### config.mk
export PLATFORM = sky130hd
export DESIGN_NAME = ex_mem_pipe_flat
export DESIGN_NICKNAME = d
export VERILOG_FILES = /design/src/rtl/ex_mem_pipe_if.sv /design/src/rtl/ex_mem_pipe.sv /design/src/flat_wrapper.sv
export SDC_FILE = /design/constraint.sdc
export NUM_CORES = 1
export LEC_CHECK = 0
export BUFFER_PORTS_ARGS = -buffer_cell sky130_fd_sc_hd__clkbuf_2
export CORE_MARGIN = 1
export CORE_UTILIZATION = 48
export DETAILED_ROUTE_END_ITERATION = 16
export PLACE_DENSITY = 0.93
export SYNTH_ARGS = -nofsm -noshare
export SYNTH_HDL_FRONTEND = slang
export SYNTH_SLANG_ARGS = --single-unit
### constraint.sdc
create_clock -name clk -period 4.56 [get_ports clk]
set_input_delay 0.228 -clock clk [delete_from_list [all_inputs] [get_ports clk]]
set_output_delay 0.228 -clock clk [all_outputs]
set_load 0.02 [all_outputs]
### src/rtl/ex_mem_pipe_if.sv
// ex_mem_pipe_if: EX->MEM stage bus; master is the EX/MEM environment, slave is the stage register
interface ex_mem_pipe_if #(
    parameter int DATA_W = 32,
    parameter int REG_AW = 5
);
    logic              in_valid, in_ready, out_valid, out_ready;
    logic [REG_AW-1:0] ex_wd, mem_wd;
    logic              ex_wreg, mem_wreg;
    logic [DATA_W-1:0] ex_wdata, mem_wdata;
    logic [6:0]        ex_opcode, mem_opcode;
    logic [2:0]        ex_funct3, mem_funct3;
    logic [DATA_W-1:0] ex_mem_addr, mem_mem_addr;
    logic [DATA_W-1:0] ex_mem_reg_data, mem_mem_reg_data;
    modport master (
        output in_valid, out_ready, ex_wd, ex_wreg, ex_wdata, ex_opcode, ex_funct3, ex_mem_addr, ex_mem_reg_data,
        input  in_ready, out_valid, mem_wd, mem_wreg, mem_wdata, mem_opcode, mem_funct3, mem_mem_addr, mem_mem_reg_data
    );
    modport slave (
        input  in_valid, out_ready, ex_wd, ex_wreg, ex_wdata, ex_opcode, ex_funct3, ex_mem_addr, ex_mem_reg_data,
        output in_ready, out_valid, mem_wd, mem_wreg, mem_wdata, mem_opcode, mem_funct3, mem_mem_addr, mem_mem_reg_data
    );
endinterface

### src/rtl/ex_mem_pipe.sv
// ex_mem_pipe: EX->MEM stage register, legacy stall-vector mode or elastic 2-entry skid mode, with flush and bubble counter
module ex_mem_pipe #(
    parameter int DATA_W    = 32,
    parameter int REG_AW    = 5,
    parameter int STALL_W   = 6,
    parameter int STAGE_IDX = 3,
    parameter int ELASTIC   = 0,
    parameter int CNT_W     = 16
) (
    input  logic               clk,
    input  logic               rst,
    input  logic [STALL_W-1:0] stall,
    input  logic               flush,
    ex_mem_pipe_if.slave       b,
    output logic [1:0]         occupancy,
    output logic [CNT_W-1:0]   bubble_cnt
);
    typedef struct packed {
        logic [REG_AW-1:0] wd;
        logic              wreg;
        logic [DATA_W-1:0] wdata;
        logic [6:0]        opcode;
        logic [2:0]        funct3;
        logic [DATA_W-1:0] addr;
        logic [DATA_W-1:0] sdata;
    } pl_t;
    pl_t              main_q, main_d, skid_q, skid_d, pl_in;
    logic             main_v_q, main_v_d, skid_v_q, skid_v_d, rdy_q, rdy_d;
    logic             in_fire, out_fire, unused_stall;
    logic [CNT_W-1:0] bub_q;
    assign unused_stall = ^stall;
    assign pl_in = '{b.ex_wd, b.ex_wreg, b.ex_wdata, b.ex_opcode, b.ex_funct3, b.ex_mem_addr, b.ex_mem_reg_data};
    // rdy_q keeps in_ready low until the first edge after reset in both modes
    assign b.in_ready = rdy_q & ((ELASTIC != 0) | ~stall[STAGE_IDX]);
    assign in_fire = b.in_valid & b.in_ready;
    assign out_fire = main_v_q & b.out_ready;
    always_comb begin
        main_d   = main_q;
        main_v_d = main_v_q;
        skid_d   = skid_q;
        skid_v_d = skid_v_q;
        rdy_d    = 1'b1;
        if (flush) begin
            main_d   = '0;
            main_v_d = 1'b0;
            skid_d   = '0;
            skid_v_d = 1'b0;
        end else if (ELASTIC == 0) begin
            if (!stall[STAGE_IDX]) begin
                main_d   = in_fire ? pl_in : '0;
                main_v_d = in_fire;
            end else if (!stall[STAGE_IDX+1]) begin
                main_d   = '0;
                main_v_d = 1'b0;
            end
        end else begin
            // skid is only ever valid while in_ready is low, so it never competes with a new input
            if (!main_v_q || out_fire) begin
                main_d   = skid_v_q ? skid_q : (in_fire ? pl_in : '0);
                main_v_d = skid_v_q | in_fire;
                skid_d   = '0;
                skid_v_d = 1'b0;
            end else if (in_fire) begin
                skid_d   = pl_in;
                skid_v_d = 1'b1;
            end
            rdy_d = ~skid_v_d;
        end
    end
    always_ff @(posedge clk or negedge rst) begin
        if (!rst) begin
            main_q   <= '0;
            main_v_q <= 1'b0;
            skid_q   <= '0;
            skid_v_q <= 1'b0;
            rdy_q    <= 1'b0;
            bub_q    <= '0;
        end else begin
            main_q   <= main_d;
            main_v_q <= main_v_d;
            skid_q   <= skid_d;
            skid_v_q <= skid_v_d;
            rdy_q    <= rdy_d;
            if (!main_v_q && !(&bub_q)) bub_q <= bub_q + 1'b1;
        end
    end
    assign b.out_valid = main_v_q;
    assign {b.mem_wd, b.mem_wreg, b.mem_wdata, b.mem_opcode, b.mem_funct3, b.mem_mem_addr, b.mem_mem_reg_data} = main_q;
    assign occupancy = {1'b0, main_v_q} + {1'b0, skid_v_q};
    assign bubble_cnt = bub_q;
endmodule

### src/flat_wrapper.sv
// flat-port wrapper written by rule: the top's interface ports become plain ports
module ex_mem_pipe_flat 
#(
    parameter int DATA_W    = 32,
    parameter int REG_AW    = 5,
    parameter int STALL_W   = 6,
    parameter int STAGE_IDX = 3,
    parameter int ELASTIC   = 0,
    parameter int CNT_W     = 16
)
  (clk, rst, stall, flush, occupancy, bubble_cnt, b_in_valid, b_out_ready, b_ex_wd, b_ex_wreg, b_ex_wdata, b_ex_opcode, b_ex_funct3, b_ex_mem_addr, b_ex_mem_reg_data, b_in_ready, b_out_valid, b_mem_wd, b_mem_wreg, b_mem_wdata, b_mem_opcode, b_mem_funct3, b_mem_mem_addr, b_mem_mem_reg_data);
  ex_mem_pipe_if #(.DATA_W(DATA_W), .REG_AW(REG_AW)) b_i ();
  input  logic clk;
  input  logic rst;
  input  logic [STALL_W-1:0] stall;
  input  logic flush;
  output logic [1:0] occupancy;
  output logic [CNT_W-1:0] bubble_cnt;
  input wire logic [$bits(b_i.in_valid)-1:0] b_in_valid;
  input wire logic [$bits(b_i.out_ready)-1:0] b_out_ready;
  input wire logic [$bits(b_i.ex_wd)-1:0] b_ex_wd;
  input wire logic [$bits(b_i.ex_wreg)-1:0] b_ex_wreg;
  input wire logic [$bits(b_i.ex_wdata)-1:0] b_ex_wdata;
  input wire logic [$bits(b_i.ex_opcode)-1:0] b_ex_opcode;
  input wire logic [$bits(b_i.ex_funct3)-1:0] b_ex_funct3;
  input wire logic [$bits(b_i.ex_mem_addr)-1:0] b_ex_mem_addr;
  input wire logic [$bits(b_i.ex_mem_reg_data)-1:0] b_ex_mem_reg_data;
  output wire logic [$bits(b_i.in_ready)-1:0] b_in_ready;
  output wire logic [$bits(b_i.out_valid)-1:0] b_out_valid;
  output wire logic [$bits(b_i.mem_wd)-1:0] b_mem_wd;
  output wire logic [$bits(b_i.mem_wreg)-1:0] b_mem_wreg;
  output wire logic [$bits(b_i.mem_wdata)-1:0] b_mem_wdata;
  output wire logic [$bits(b_i.mem_opcode)-1:0] b_mem_opcode;
  output wire logic [$bits(b_i.mem_funct3)-1:0] b_mem_funct3;
  output wire logic [$bits(b_i.mem_mem_addr)-1:0] b_mem_mem_addr;
  output wire logic [$bits(b_i.mem_mem_reg_data)-1:0] b_mem_mem_reg_data;
  assign b_i.in_valid = b_in_valid;
  assign b_i.out_ready = b_out_ready;
  assign b_i.ex_wd = b_ex_wd;
  assign b_i.ex_wreg = b_ex_wreg;
  assign b_i.ex_wdata = b_ex_wdata;
  assign b_i.ex_opcode = b_ex_opcode;
  assign b_i.ex_funct3 = b_ex_funct3;
  assign b_i.ex_mem_addr = b_ex_mem_addr;
  assign b_i.ex_mem_reg_data = b_ex_mem_reg_data;
  assign b_in_ready = b_i.in_ready;
  assign b_out_valid = b_i.out_valid;
  assign b_mem_wd = b_i.mem_wd;
  assign b_mem_wreg = b_i.mem_wreg;
  assign b_mem_wdata = b_i.mem_wdata;
  assign b_mem_opcode = b_i.mem_opcode;
  assign b_mem_funct3 = b_i.mem_funct3;
  assign b_mem_mem_addr = b_i.mem_mem_addr;
  assign b_mem_mem_reg_data = b_i.mem_mem_reg_data;
  ex_mem_pipe #(.DATA_W(DATA_W), .REG_AW(REG_AW), .STALL_W(STALL_W), .STAGE_IDX(STAGE_IDX), .ELASTIC(ELASTIC), .CNT_W(CNT_W)) u_core (.clk(clk), .rst(rst), .stall(stall), .flush(flush), .b(b_i), .occupancy(occupancy), .bubble_cnt(bubble_cnt));
endmodule
==> flow_summary_export.csv <==
group,metric,value,unit
timing,fmax,446,MHz
timing,skew,0.00962,ns
floorplan,io_pins,255,
cells_and_area,fillers,521,
pwr,p_per_area,383,nW/um^2
min_path,hp-class,"in2async",
cts,clk_latency,0.51,ns
pwr,leakage,4.23,nW
timing,hold_viol,0,
placed_design,place.gp.congestion,0.825,
floorplan,core-area,9730,um^2
grt,grt_max_degree,72,
cells_and_area,area_growth,62.8,%
timing,fin_setup_tns,0,ns
cells_and_area,antenna_cells,0,
placed_design,hpwl,8.48,mm
detailed_routing,vias,4442,
yosys,syn-mean-instance-area,14.7,um^2
timing,period_share,0.491,
setup_path,cp_slowest_stage_delay,0.79,ns
cts,cts_buffers,17,
cells_and_area,drive_gt1_frac,0.417,
setup_path,crit_required,5.00,ns
yosys,ys_seq_area_frac,0.675,
detailed_routing,drt.antenna.violating_nets,0,
grt,globalRoute.totalOverflow,0,
yosys,synth_top_area_share,0.675,
floorplan,floorplan.die_area,10400,um^2
cts,cts_tree,"done",
cts,cts_max_level,4,
setup_path,worst_path_dominant_cell_family,"simple AND/OR/NAND/NOR gates",
setup_path,crit_arrival,2.68,ns
detailed_routing,first_iter_violations,175,
timing,worstMarginPinSlew,0.850,ns
pwr,ir_drop,206,uV
detailed_routing,drt-total-wl,15.5,mm
cts,clk_root_buffer_cell,"clkbuf_8",
setup_path,crit_type,"reg2reg",
cells_and_area,final_util,0.806,
setup_path,crit_slowest_cell,"and3b_4",
yosys,synth.distinct_cells,32,
detailed_routing,wl_per_cell,18.7,um
timing,drv_slew,0,
yosys,synth.largest_area_cell,"dfrtp_1",
yosys,yosys_warnings,0,
setup_path,worstSetupEndpointType,"flop",
yosys,syn_inst,328,
placed_design,numPortBuffers,248,
yosys,ys_top_cells_by_area,"dfrtp_1, a22o_1, xor2_1",
timing,rsz0062_at_grt,"false",
cells_and_area,layout.nets,809,
timing,timing.slew.headroom,0.433,
floorplan,start_util,0.495,
cts,cts_max_path_buffers,2,
detailed_routing,drc_errors,0,
grt,grt_pass1_wl,23.4,mm
job,maxCapViolCount,0,
floorplan,num_rows,36,
cts,path_clk_slew,0.06,ns
floorplan,die_x,102,um
yosys,yosys_register_bits,130,
grt,first_global_vias,4515,
yosys,synthesis.area,4820,um^2
timing,hold_ws,0.179,ns
yosys,syn_nets,452,
setup_path,cp_max_fo,70,
floorplan,fp.dieH,102,um
setup_path,critPathBufInv,1,
grt,grt_use_total,0.304,
grt,antenna_found_initial,0,
detailed_routing,dr.pass1.iters,4,
setup_path,start_kind,"flop",
setup_path,crit_chain,"nor2b_1 > and3b_4 > buf_4 > a22o_1",
cells_and_area,multi_input_comb_area,1440,um^2
detailed_routing,avgViaCountPerCell,5.36,
timing,setup_viol,0,
cts,cts.sinks,130,
cts,cts_setup_buffers,0,
status,status,"finished, final reports clean",
timing,post-route-min-period,2.24,ns
cells_and_area,seqCellArea,3250,um^2
layer usage:
layer / vias up / GRT usage / part of all wire
met1: 2208 / 0.352 / 0.37
met3: 43 / 0.0923 / 0.072
li1: 1961 / - / -
met2: 230 / 0.514 / 0.53
met4: 0 / 0.148 / 0.033
met5: - / 0 / 0
worst register-to-register path, stage by stage, from the launching register on:
cell and delay [ns]:
dfrtp_1 0.33, nor2b_1 0.21, and3b_4 0.79, buf_4 0.58, a22o_1 0.27
state kept, by name, indices dropped and copies added (netlist names):
register                   cells
u_core.b.mem_mem_addr         32
u_core.b.mem_wreg              1
u_core.rdy_q                   1
u_core.b.mem_funct3            3
u_core.bubble_cnt             16
u_core.b.mem_mem_reg_data     32
u_core.b.mem_opcode            7
u_core.b.mem_wdata            32
u_core.b.mem_wd                5
u_core.b.out_valid             1
power by group:
part / total (mW) / switching [mW] / internal, mW
clock network: 1.31 / 0.468 / 0.842
registers: 1.28 / 0.0695 / 1.21
logic: 0.410 / 0.220 / 0.190
Yosys cell counts, drive strengths merged:
cell,instances
mux2i,1
or3,1
buf,19
mux2,1
xor2,12
nand4b,1
clkbuf,9
dfrtp,130
a21o,1
a22o,112
ha,1
conb,2
nand3,2
nor2,7
nor4,4
nand2,7
nor3,3
and4b,1
nor2b,1
nand4,4
and4bb,1
and3b,1
nand2b,2
and3,1
and4,1
o211ai,1
xnor2,2
worst paths after layout:
kind                                     startpoint                             to  slack (ns)  depth (start not counted)
setup reg to reg                       u_core.rdy_q  u_core.b.mem_mem_reg_data[12]        2.32                          4
hold / removal                                  rst         u_core.b.mem_wdata[26]        0.18                          2
hold reg to reg            u_core.b.mem_mem_addr[5]       u_core.b.mem_mem_addr[5]        0.50                          1
min in group clk                              flush             u_core.b.out_valid        0.42                          4
max in group asynchronous                       rst      u_core.b.mem_mem_addr[10]        3.35                          3
setup / recovery                       u_core.rdy_q  u_core.b.mem_mem_reg_data[12]        2.32                          4
cell usage in the layout, fill, tap and decap left out, types with 2 or more instances in the layout:
| master | Yosys | final |
|---|---|---|
| nor2_1 | 7 | 6 |
| buf_4 | 2 | 6 |
| bufinv_16 | 0 | 2 |
| clkinv_2 | 0 | 3 |
| clkbuf_8 | 0 | 6 |
| nor4_2 | 3 | 3 |
| clkbuf_16 | 0 | 16 |
| xor2_1 | 12 | 12 |
| clkbuf_2 | 0 | 247 |
| conb_1 | 2 | 2 |
| nor3_1 | 2 | 2 |
| nand2b_1 | 2 | 2 |
| nand2_1 | 7 | 7 |
| a22o_1 | 112 | 112 |
| nand3_1 | 2 | 2 |
| xnor2_1 | 2 | 2 |
| dfrtp_1 | 130 | 130 |
| dlygate4sd3_1 | 0 | 113 |
| nand4_1 | 4 | 4 |
| clkbuf_1 | 9 | 3 |
cell type report:
class | instances | share of cell area
well taps | 133 | 0.0212
clock buffers | 25 | 0.0630
multi-input cells | 170 | 0.184
repair buffers | 366 | 0.308
flip-flops and latches | 130 | 0.415
clock inverters | 5 | 0.00957
stage by stage:
step	setup WS, ns	area (um^2)	instances	power (mW)
6_report	2.32	7840	829	3.00
5_1_grt	2.22	7840	829	3.11
4_1_cts	2.45	7840	829	3.00
3_5_place_dp	2.47	6140	686	1.62
3_3_place_gp	2.56	6140	686	1.60
2_1_floorplan	2.81	4820	328	1.46
timing repair:
action,in CTS,in global routing
resized for setup,0,0
endpoints found under the hold margin,134,0
hold buffers,113,0
cell families (layout without fill, tap and decap cells):
family,after synthesis,after routing,share of synthesized area
fa+ha+maj,1,1,0.00260
mux,2,2,0.00442
simple gates,37,37,0.0558
buf+inv,28,396,0.0280
compound gates,114,114,0.207
other cells,2,2,0.00156
flops,130,130,0.675
xor+xnor,14,14,0.0255
Note: power is estimated with default switching activity, not from simulation.
